[config.mk]
export PLATFORM = sky130hd
export DESIGN_NAME = uc_secuencial
export DESIGN_NICKNAME = d
export VERILOG_FILES = /design/src/rtl/uc_pkg.sv /design/src/rtl/uc_decod.sv /design/src/rtl/uc_secuencial.sv
export SDC_FILE = /design/constraint.sdc
export NUM_CORES = 1
export LEC_CHECK = 0
export ABC_AREA = 1
export BUFFER_PORTS_ARGS = -buffer_cell sky130_fd_sc_hd__clkbuf_2
export CELL_PAD_IN_SITES_DETAIL_PLACEMENT = 1
export CELL_PAD_IN_SITES_GLOBAL_PLACEMENT = 1
export CORE_ASPECT_RATIO = 0.8
export CORE_MARGIN = 4
export CORE_UTILIZATION = 34
export CTS_CLUSTER_DIAMETER = 40
export DETAILED_ROUTE_END_ITERATION = 6
export HOLD_SLACK_MARGIN = 0.05
export PLACE_DENSITY = 0.78
export SLEW_MARGIN = 10
export SYNTH_ARGS = -nofsm -noshare
export SYNTH_HDL_FRONTEND = slang
export SYNTH_SLANG_ARGS = --single-unit
[constraint.sdc]
create_clock -name clk -period 1.9 [get_ports clk]
set_input_delay 0.38 -clock clk [delete_from_list [all_inputs] [get_ports clk]]
set_output_delay 0.38 -clock clk [all_outputs]
set_load 0.01 [all_outputs]
[src/rtl/uc_pkg.sv]
// uc_pkg: opcodes, FSM state encoding, ALU op codes and control word shared by the control unit.
package uc_pkg;
  typedef enum logic [1:0] {
    S_INIT = 2'd0,
    S_RUN  = 2'd1,
    S_HALT = 2'd2,
    S_WAIT = 2'd3
  } state_t;
  localparam logic [5:0] OP_LI   = 6'b000000;
  localparam logic [5:0] OP_J    = 6'b000100;
  localparam logic [5:0] OP_JZ   = 6'b000101;
  localparam logic [5:0] OP_JNZ  = 6'b000110;
  localparam logic [5:0] OP_HALT = 6'b000111;
  localparam logic [2:0] ALU_NONE = 3'b000;
  typedef struct packed {
    logic       s_inc;
    logic       s_inm;
    logic       we3;
    logic       wez;
    logic [2:0] op;
    logic       halt;
    logic       ill;
  } ctrl_t;
  localparam ctrl_t CTRL_NOP = '{s_inc: 1'b1, s_inm: 1'b0, we3: 1'b0, wez: 1'b0,
                                 op: ALU_NONE, halt: 1'b0, ill: 1'b0};
endpackage

[src/rtl/uc_decod.sv]
// uc_decod: pure combinational Opcode/z to control-word decoder.
module uc_decod
  import uc_pkg::*;
(
  input  logic [5:0] opcode,
  input  logic       z,
  output ctrl_t      ctrl
);
  always_comb begin
    ctrl = CTRL_NOP;
    if (opcode[5]) begin
      ctrl.op  = opcode[4:2];
      ctrl.we3 = 1'b1;
      ctrl.wez = 1'b1;
    end else if (opcode[5:2] == OP_LI[5:2]) begin
      ctrl.we3   = 1'b1;
      ctrl.s_inm = 1'b1;
    end else if (opcode == OP_J) ctrl.s_inc = 1'b0;
    else if (opcode == OP_JZ) ctrl.s_inc = ~z;
    else if (opcode == OP_JNZ) ctrl.s_inc = z;
    else if (opcode == OP_HALT) ctrl.halt = 1'b1;
    else ctrl.ill = 1'b1;
  end
endmodule

[src/rtl/uc_secuencial.sv]
// uc_secuencial: control unit with run-control FSM, retired counter and sticky illegal flag.
// Optional single-step mode is enabled by defining SINGLE_STEP_EN.
module uc_secuencial
  import uc_pkg::*;
#(
  parameter int CW = 16
) (
  input  logic          clk,
  input  logic          reset,
  input  logic [5:0]    Opcode,
  input  logic          z,
  input  logic          step,
  output logic          s_inc,
  output logic          s_inm,
  output logic          we3,
  output logic          wez,
  output logic [2:0]    Op,
  output logic          pc_en,
  output logic          halted,
  output logic          illegal,
  output logic [CW-1:0] n_instr
);
  ctrl_t         ctrl;
  state_t        state_q, state_d;
  logic [CW-1:0] n_instr_q, n_instr_d;
  logic          illegal_q, illegal_d;
  logic          run, go;
  state_t        idle_st;
`ifdef SINGLE_STEP_EN
  assign idle_st = S_WAIT;
  assign go      = step;
`else
  logic unused_step;
  assign unused_step = step;
  assign idle_st     = S_RUN;
  assign go          = 1'b1;
`endif
  uc_decod u_decod (.opcode(Opcode), .z(z), .ctrl(ctrl));
  assign run = state_q == S_RUN;
  always_comb begin
    s_inc     = run ? ctrl.s_inc : 1'b1;
    s_inm     = run & ctrl.s_inm;
    we3       = run & ctrl.we3;
    wez       = run & ctrl.wez;
    Op        = run ? ctrl.op : ALU_NONE;
    pc_en     = run & ~ctrl.halt;
    halted    = state_q == S_HALT;
    illegal   = illegal_q;
    n_instr   = n_instr_q;
    illegal_d = illegal_q | (run & ctrl.ill);
    n_instr_d = (run && !(&n_instr_q)) ? n_instr_q + 1'b1 : n_instr_q;
    state_d   = state_q;
    unique case (state_q)
      S_INIT:  state_d = idle_st;
      S_RUN:   state_d = ctrl.halt ? S_HALT : idle_st;
      S_WAIT:  state_d = go ? S_RUN : S_WAIT;
      default: state_d = S_HALT;
    endcase
  end
  always_ff @(posedge clk) begin
    if (reset) begin
      state_q   <= S_INIT;
      n_instr_q <= '0;
      illegal_q <= 1'b0;
    end else begin
      state_q   <= state_d;
      n_instr_q <= n_instr_d;
      illegal_q <= illegal_d;
    end
  end
endmodule

### Yosys cells after proc, flatten, opt, wreduce, memory -nomap -nowiden

Cells that the tools add are included.

| storage, ports and cells | value |
|---|---|
| flip-flop bits (word level) | 19 |
| bits of input ports | 10 |
| output and inout bits | 26 |

| operators by class | value |
|---|---|
| add/subtract/negate cells | 1 |
| equal/unequal tests | 7 |
| muxes and demuxes | 19 |
| bitwise operators | 8 |
| reductions and logical operators | 6 |

Operator list:

| operator | count |
|---|---|
| 6-bit by 3-bit equality test with 1-bit output (second input constant) | 4 |
| 16-bit by 1-bit adder with 16-bit output (second input constant) | 1 |
| 2-bit 2-to-1 mux | 8 |
| 16-bit AND reduction | 1 |
| 1-bit 2-to-1 mux | 8 |
| 1-bit AND | 5 |
| 2-bit equality test (second input constant) | 2 |
| 4-bit logical NOT | 1 |
| 4-bit 2-to-1 mux | 1 |
| 2-bit case mux with 2 select lines | 1 |
| 3-bit 2-to-1 mux | 1 |
| 2-bit by 1-bit equality test with 1-bit output (second input constant) | 1 |
| 2-bit logical NOT | 1 |
| 1-bit NOT | 2 |
| 2-bit OR reduction | 1 |
| 1-bit logical AND | 1 |
| 1-bit logical NOT | 1 |
| 1-bit OR | 1 |

### Longest topological paths before layout

| depth | value |
|---|---|
| depth in word-level cells | 9 |
| gate-level depth with buffers | 9 |
| depth with buffers taken out | 9 |

### By module

Synthesis repeated with hierarchy kept, for this count alone.

| second synthesis, totals | value |
|---|---|
| cell total of the unflattened synthesis | 211 |
| area total of the unflattened synthesis | 1305.0 um2 |

By module, submodules not included:

| module | instances | cells an instance | area an instance (um2) | seq. area each (um2) |
|---|---|---|---|---|
| uc_secuencial | 1 | 181 | 1177.4 | 380.4 |
| uc_decod | 1 | 30 | 127.6 | 0.0 |

### Worst setup path before layout

OpenSTA, ideal clock, no wires.

| timing | value |
|---|---|
| kind | register -> register |
| start point | register n_instr_q[0] (netlist: n_instr[0]) |
| end point | register n_instr_q[11] (netlist: n_instr[11]) |
| data arrival time | 1.394 ns |
| required time | 1.768 ns |
| setup slack | 0.373 ns |
| stages on the path, launching flop included | 10 |
| cells stage by stage | dfxtp_1 -> ha_1 -> nand2_1 -> nor2_1 -> nand2_2 -> nor2_2 -> nor2_4 -> buf_6 -> nand2_1 -> a21oi_1 |

| between the ends | value |
|---|---|
| longest elaborated chain between the ends | 3 |
| elaborated cells between the ends (all ways) | 4 |
| classes of those cells | 1 x add/sub; 3 x reduce/logical |

Ends and longest elaborated chain:

| what | RTL line | RTL |
|---|---|---|
| start: declaration | uc_secuencial.sv:25 | `logic [CW-1:0] n_instr_q, n_instr_d;` |
| start signal: assignment | uc_secuencial.sv:67 | `n_instr_q <= n_instr_d;` |
| parallel branches: the longest is 3 deep, another holds 16-bit by 1-bit adder with 16-bit output | -- |  |

Parallel ways; which one is timed is not known.
A chain may end at the register's enable or synchronous reset.

### Worst setup path in the final report

| timing | value |
|---|---|
| start point | register state_q[1] |
| end point | output port we3 |

| between the ends | value |
|---|---|
| longest elaborated chain between the ends | 2 |

Ends and longest elaborated chain:

| what | RTL line | RTL |
|---|---|---|
| start: declaration | uc_secuencial.sv:24 | `state_t state_q, state_d;` |
| start signal: assignment | uc_secuencial.sv:66 | `state_q <= state_d;` |
| 2-bit by 1-bit equality test with 1-bit output | uc_secuencial.sv:39 | `assign run = state_q == S_RUN;` |
| 1-bit AND | uc_secuencial.sv:43 | `we3 = run & ctrl.we3;` |
| end: declaration | uc_secuencial.sv:15 | `output logic we3,` |

Every way passes these cells.

==> flow_metrics.tcl <==
set metrics [dict create \
    run_status "finished clean" \
    final_cycle_share_pct 92.7 \
    synth.mux.area_fraction_pct 0.883 \
    postCtsSetupBuffers 0 \
    finalCriticalPeriod_ns 1.76 \
    place_area_sq_um 1360 \
    drt-total-wl_um 3340 \
    clock_tree_from_tritoncts "yes" \
    clk_path_buf_depth 2 \
    die-width_um 72.6 \
    post_synth_net_total 188 \
    grt_use_met1_pct 21.8 \
    numCtsBuffers 3 \
    synth_adder_area_share_pct 3.31 \
    final_layout_size_suffix_gt1_share_pct 23.5 \
    postSynthAreaPerCell_sq_um 6.48 \
    highest_ir_drop_seen_on_vdd_uv 549 \
    finalMaxSlewViolations 0 \
    cts_num_sinks 19 \
    groute.layer.met3.usage_pct 4.24 \
    detailed_place_hpwl_um 2670 \
    worstSetupStartpointType "flop" \
    dr.pass1.iters 4 \
    combinational_family_with_the_most_area_after_synthesis "simple AND/OR/NAND/NOR gates" \
    p_leak_nw 0.645 \
    nNetsFinal 227 \
    setup_tns_ns 0 \
    clkSlewWorstSetupHoldPaths_ns 0.07 \
    die_h_um 59.6 \
    total_buffers_and_inverters_traversed_by_the_critical_path 3 \
    placement_rows 18 \
    routed_wire_length_per_instance_um 13.2 \
    area_growth_syn_to_layout_pct 23.8 \
    port_buffers 34 \
    ff2ff_path_depth 7 \
    cp_cell_sequence "inv_1 -> ha_2 -> inv_1 -> o21ai_0 -> clkbuf_2" \
    synth_cell_type_count 22 \
    synth-compound-area-share_pct 9.05 \
    arrival_time_of_data_at_the_critical_path_endpoint_ns 1.38 \
    powerDensity_nw_per_um2 856 \
    layout.cell_area.non_filler_sq_um 1400 \
    setup_repair_after_global_routing_missed_its_margin "false" \
    vias_per_cell 4.86 \
    cts.root.buffer_cell "sky130_fd_sc_hd__clkbuf_8" \
    syn_area_sq_um 1130 \
    startpoint "state_q[1]" \
    groute.layer.met2.usage_pct 29.2 \
    synth_xor_xnor_area_share_pct 5.41 \
    yosysSeqAreaShare_pct 33.6 \
    global_route.peak_usage_layer "met2" \
    grt_max_degree 17 \
    first_global_vias 1218 \
    fin_worst_hold_slack_ns 0.463 \
    rrSetupSlack_ns 0.27 \
    timing.critical_path.slowest_cell_delay_ns 0.31 \
    crit_path_frequent_cell "sky130_fd_sc_hd__inv_1" \
    timing_hold_violations_final 0 \
    dieArea_sq_um 4330 \
    clkLatencyLatePin_ns 0.26 \
    critical_path.reg2reg.startpoint "n_instr[1]" \
    antenna_violating_nets_remaining 0 \
    number_of_placed_instances_with_taps_included 249 \
    worstSetupPathDepth 5 \
    cp_top_family "buffers and inverters" \
    r2r_end "n_instr[11]" \
    fin_cells 253 \
    ctsHtreeMaxLevel 1 \
    floorplan.io_pins 36 \
    tightest_slew_margin_relative_to_the_limit_pct 72.1 \
    overflow 0 \
    worst_setup_path_end_kind "output port" \
    grt_pass1_wl_um 5640 \
    gpl.final_weighted_congestion 0.797 \
    remaining_drc_errors 0 \
    finClkSkew_ns 0.00441 \
    grtUsageTotal_pct 16.8 \
    number_of_antenna_violations_at_the_first_check_in_global_routing 0 \
    setup_viol 0 \
    class_of_the_most_critical_hold_timing_path "input port to flop" \
    layout.cells.most_common_list "sky130_fd_sc_hd__nand2_1 (51), sky130_fd_sc_hd__clkbuf_2 (34), sky130_fd_sc_hd__nor2_1 (25), sky130_fd_sc_hd__inv_1 (21), sky130_fd_sc_hd__dfxtp_1 (19)" \
    synthCells 175 \
    via_count 1229 \
    critPathMaxFanout 10 \
    crit_path_end "we3" \
    synthesis.yosys.warnings 0 \
    drv.max_cap_violation_count 0 \
    timing.critical_path.required_ns 1.52 \
    num_antenna_cells 0 \
    critical-path-slowest-cell "sky130_fd_sc_hd__dfxtp_1" \
    core_region_area_sq_um 3150 \
    finalPower_mw 1.20 \
    critical_path_class "flop to output port" \
    initial_utilization_pct 36.0 \
    max_slew.worst_pin.slew_ns 0.418 \
    mostFrequentLayoutCell "sky130_fd_sc_hd__nand2_1" \
    drt_iter0_markers 67 \
    simple_logic_cell_fraction_of_the_synthesized_area_pct 39.1 \
    synth_seq_cells 19 \
    hold-path-cell-count 4 \
    timing.fmax_ghz 0.568 \
]
==> cells in the mapped netlist <==
cell type / count / area [sq um]
sky130_fd_sc_hd__a21oi_1: 13 / 65.1
sky130_fd_sc_hd__a31oi_1: 1 / 6.26
sky130_fd_sc_hd__buf_2: 1 / 5.00
sky130_fd_sc_hd__buf_6: 1 / 11.3
sky130_fd_sc_hd__clkbuf_1: 1 / 3.75
sky130_fd_sc_hd__dfxtp_1: 19 / 380
sky130_fd_sc_hd__ha_1: 3 / 37.5
sky130_fd_sc_hd__inv_1: 21 / 78.8
sky130_fd_sc_hd__mux2i_1: 1 / 10.0
sky130_fd_sc_hd__nand2_1: 51 / 191
sky130_fd_sc_hd__nand2_2: 2 / 12.5
sky130_fd_sc_hd__nand3_1: 12 / 60.1
sky130_fd_sc_hd__nand4_1: 6 / 37.5
sky130_fd_sc_hd__nor2_1: 25 / 93.8
sky130_fd_sc_hd__nor2_2: 4 / 25.0
sky130_fd_sc_hd__nor2_4: 1 / 11.3
sky130_fd_sc_hd__nor3_1: 1 / 5.00
sky130_fd_sc_hd__o21ai_0: 3 / 15.0
sky130_fd_sc_hd__o21ai_4: 1 / 16.3
sky130_fd_sc_hd__or2_2: 1 / 6.26
sky130_fd_sc_hd__xnor2_1: 3 / 26.3
sky130_fd_sc_hd__xor2_1: 4 / 35.0
==> cells by family after synthesis <==
logic type	Yosys count
AO/OA/AOI/OAI	18
XOR/XNOR	7
adder cells (fa/ha/maj)	3
buffers and inverters	24
flip-flops	19
multiplexers	1
AND/OR/NAND/NOR	103
==> where the power goes <==
part           internal (mW)  switching (mW)  total (mW)  leakage (nW)
Clock                  0.149           0.140       0.289        0.0228
Sequential             0.437          0.0244       0.461         0.154
Combinational          0.154           0.297       0.452         0.469
Total                  0.740           0.461        1.20         0.645
==> through the flow <==
stage	util [%]	worst slack (ns)
2_1_floorplan	-	0.373
3_3_place_gp	43.0	0.291
3_5_place_dp	43.0	0.207
4_1_cts	44.5	0.113
5_1_grt	44.5	0.00682
6_report	44.5	0.139
==> flip-flops by register name (all words and copies together), names as in the netlist <==
register,count
n_instr,16
illegal,1
state_q,2
==> area by class of cell <==
| cell class | instances | area, sq um |
|---|---|---|
| fillers | 446 | 1750 |
| multi-input cells | 132 | 657 |
| flip-flops and latches | 19 | 380 |
| repair buffers | 37 | 193 |
| inverters | 21 | 78.8 |
| well taps | 40 | 50.0 |
| clock buffers | 4 | 45.0 |
==> worst reg2reg max path: stages, from the launching register on <==
cell and delay [ns]:
sky130_fd_sc_hd__dfxtp_1 0.38, sky130_fd_sc_hd__ha_1 0.24, sky130_fd_sc_hd__nand2_1 0.07, sky130_fd_sc_hd__nor2_1 0.18, sky130_fd_sc_hd__nand2_2 0.12, sky130_fd_sc_hd__o21ai_4 0.33
sky130_fd_sc_hd__nand2_1 0.09, sky130_fd_sc_hd__a21oi_1 0.16
==> per-layer routing <==
layer	up-vias	wire length (um)
li1	628	-
met5	-	0
met1	583	1570
met2	16	1650
met3	2	116
met4	0	11
==> worst min-delay path by stage <==
stage               from         end
3_3_place_gp     illegal     illegal
5_1_grt        Opcode[0]  state_q[0]
6_report       Opcode[1]  state_q[0]
2_1_floorplan      reset  n_instr[6]
3_5_place_dp     illegal     illegal
4_1_cts        Opcode[1]  state_q[0]
==> repair_timing <==
action	CTS	global route
hold buffers	0	0
setup endpoints to repair	1	0
resized for setup	1	0
Note: power is estimated with default switching activity, not from simulation.
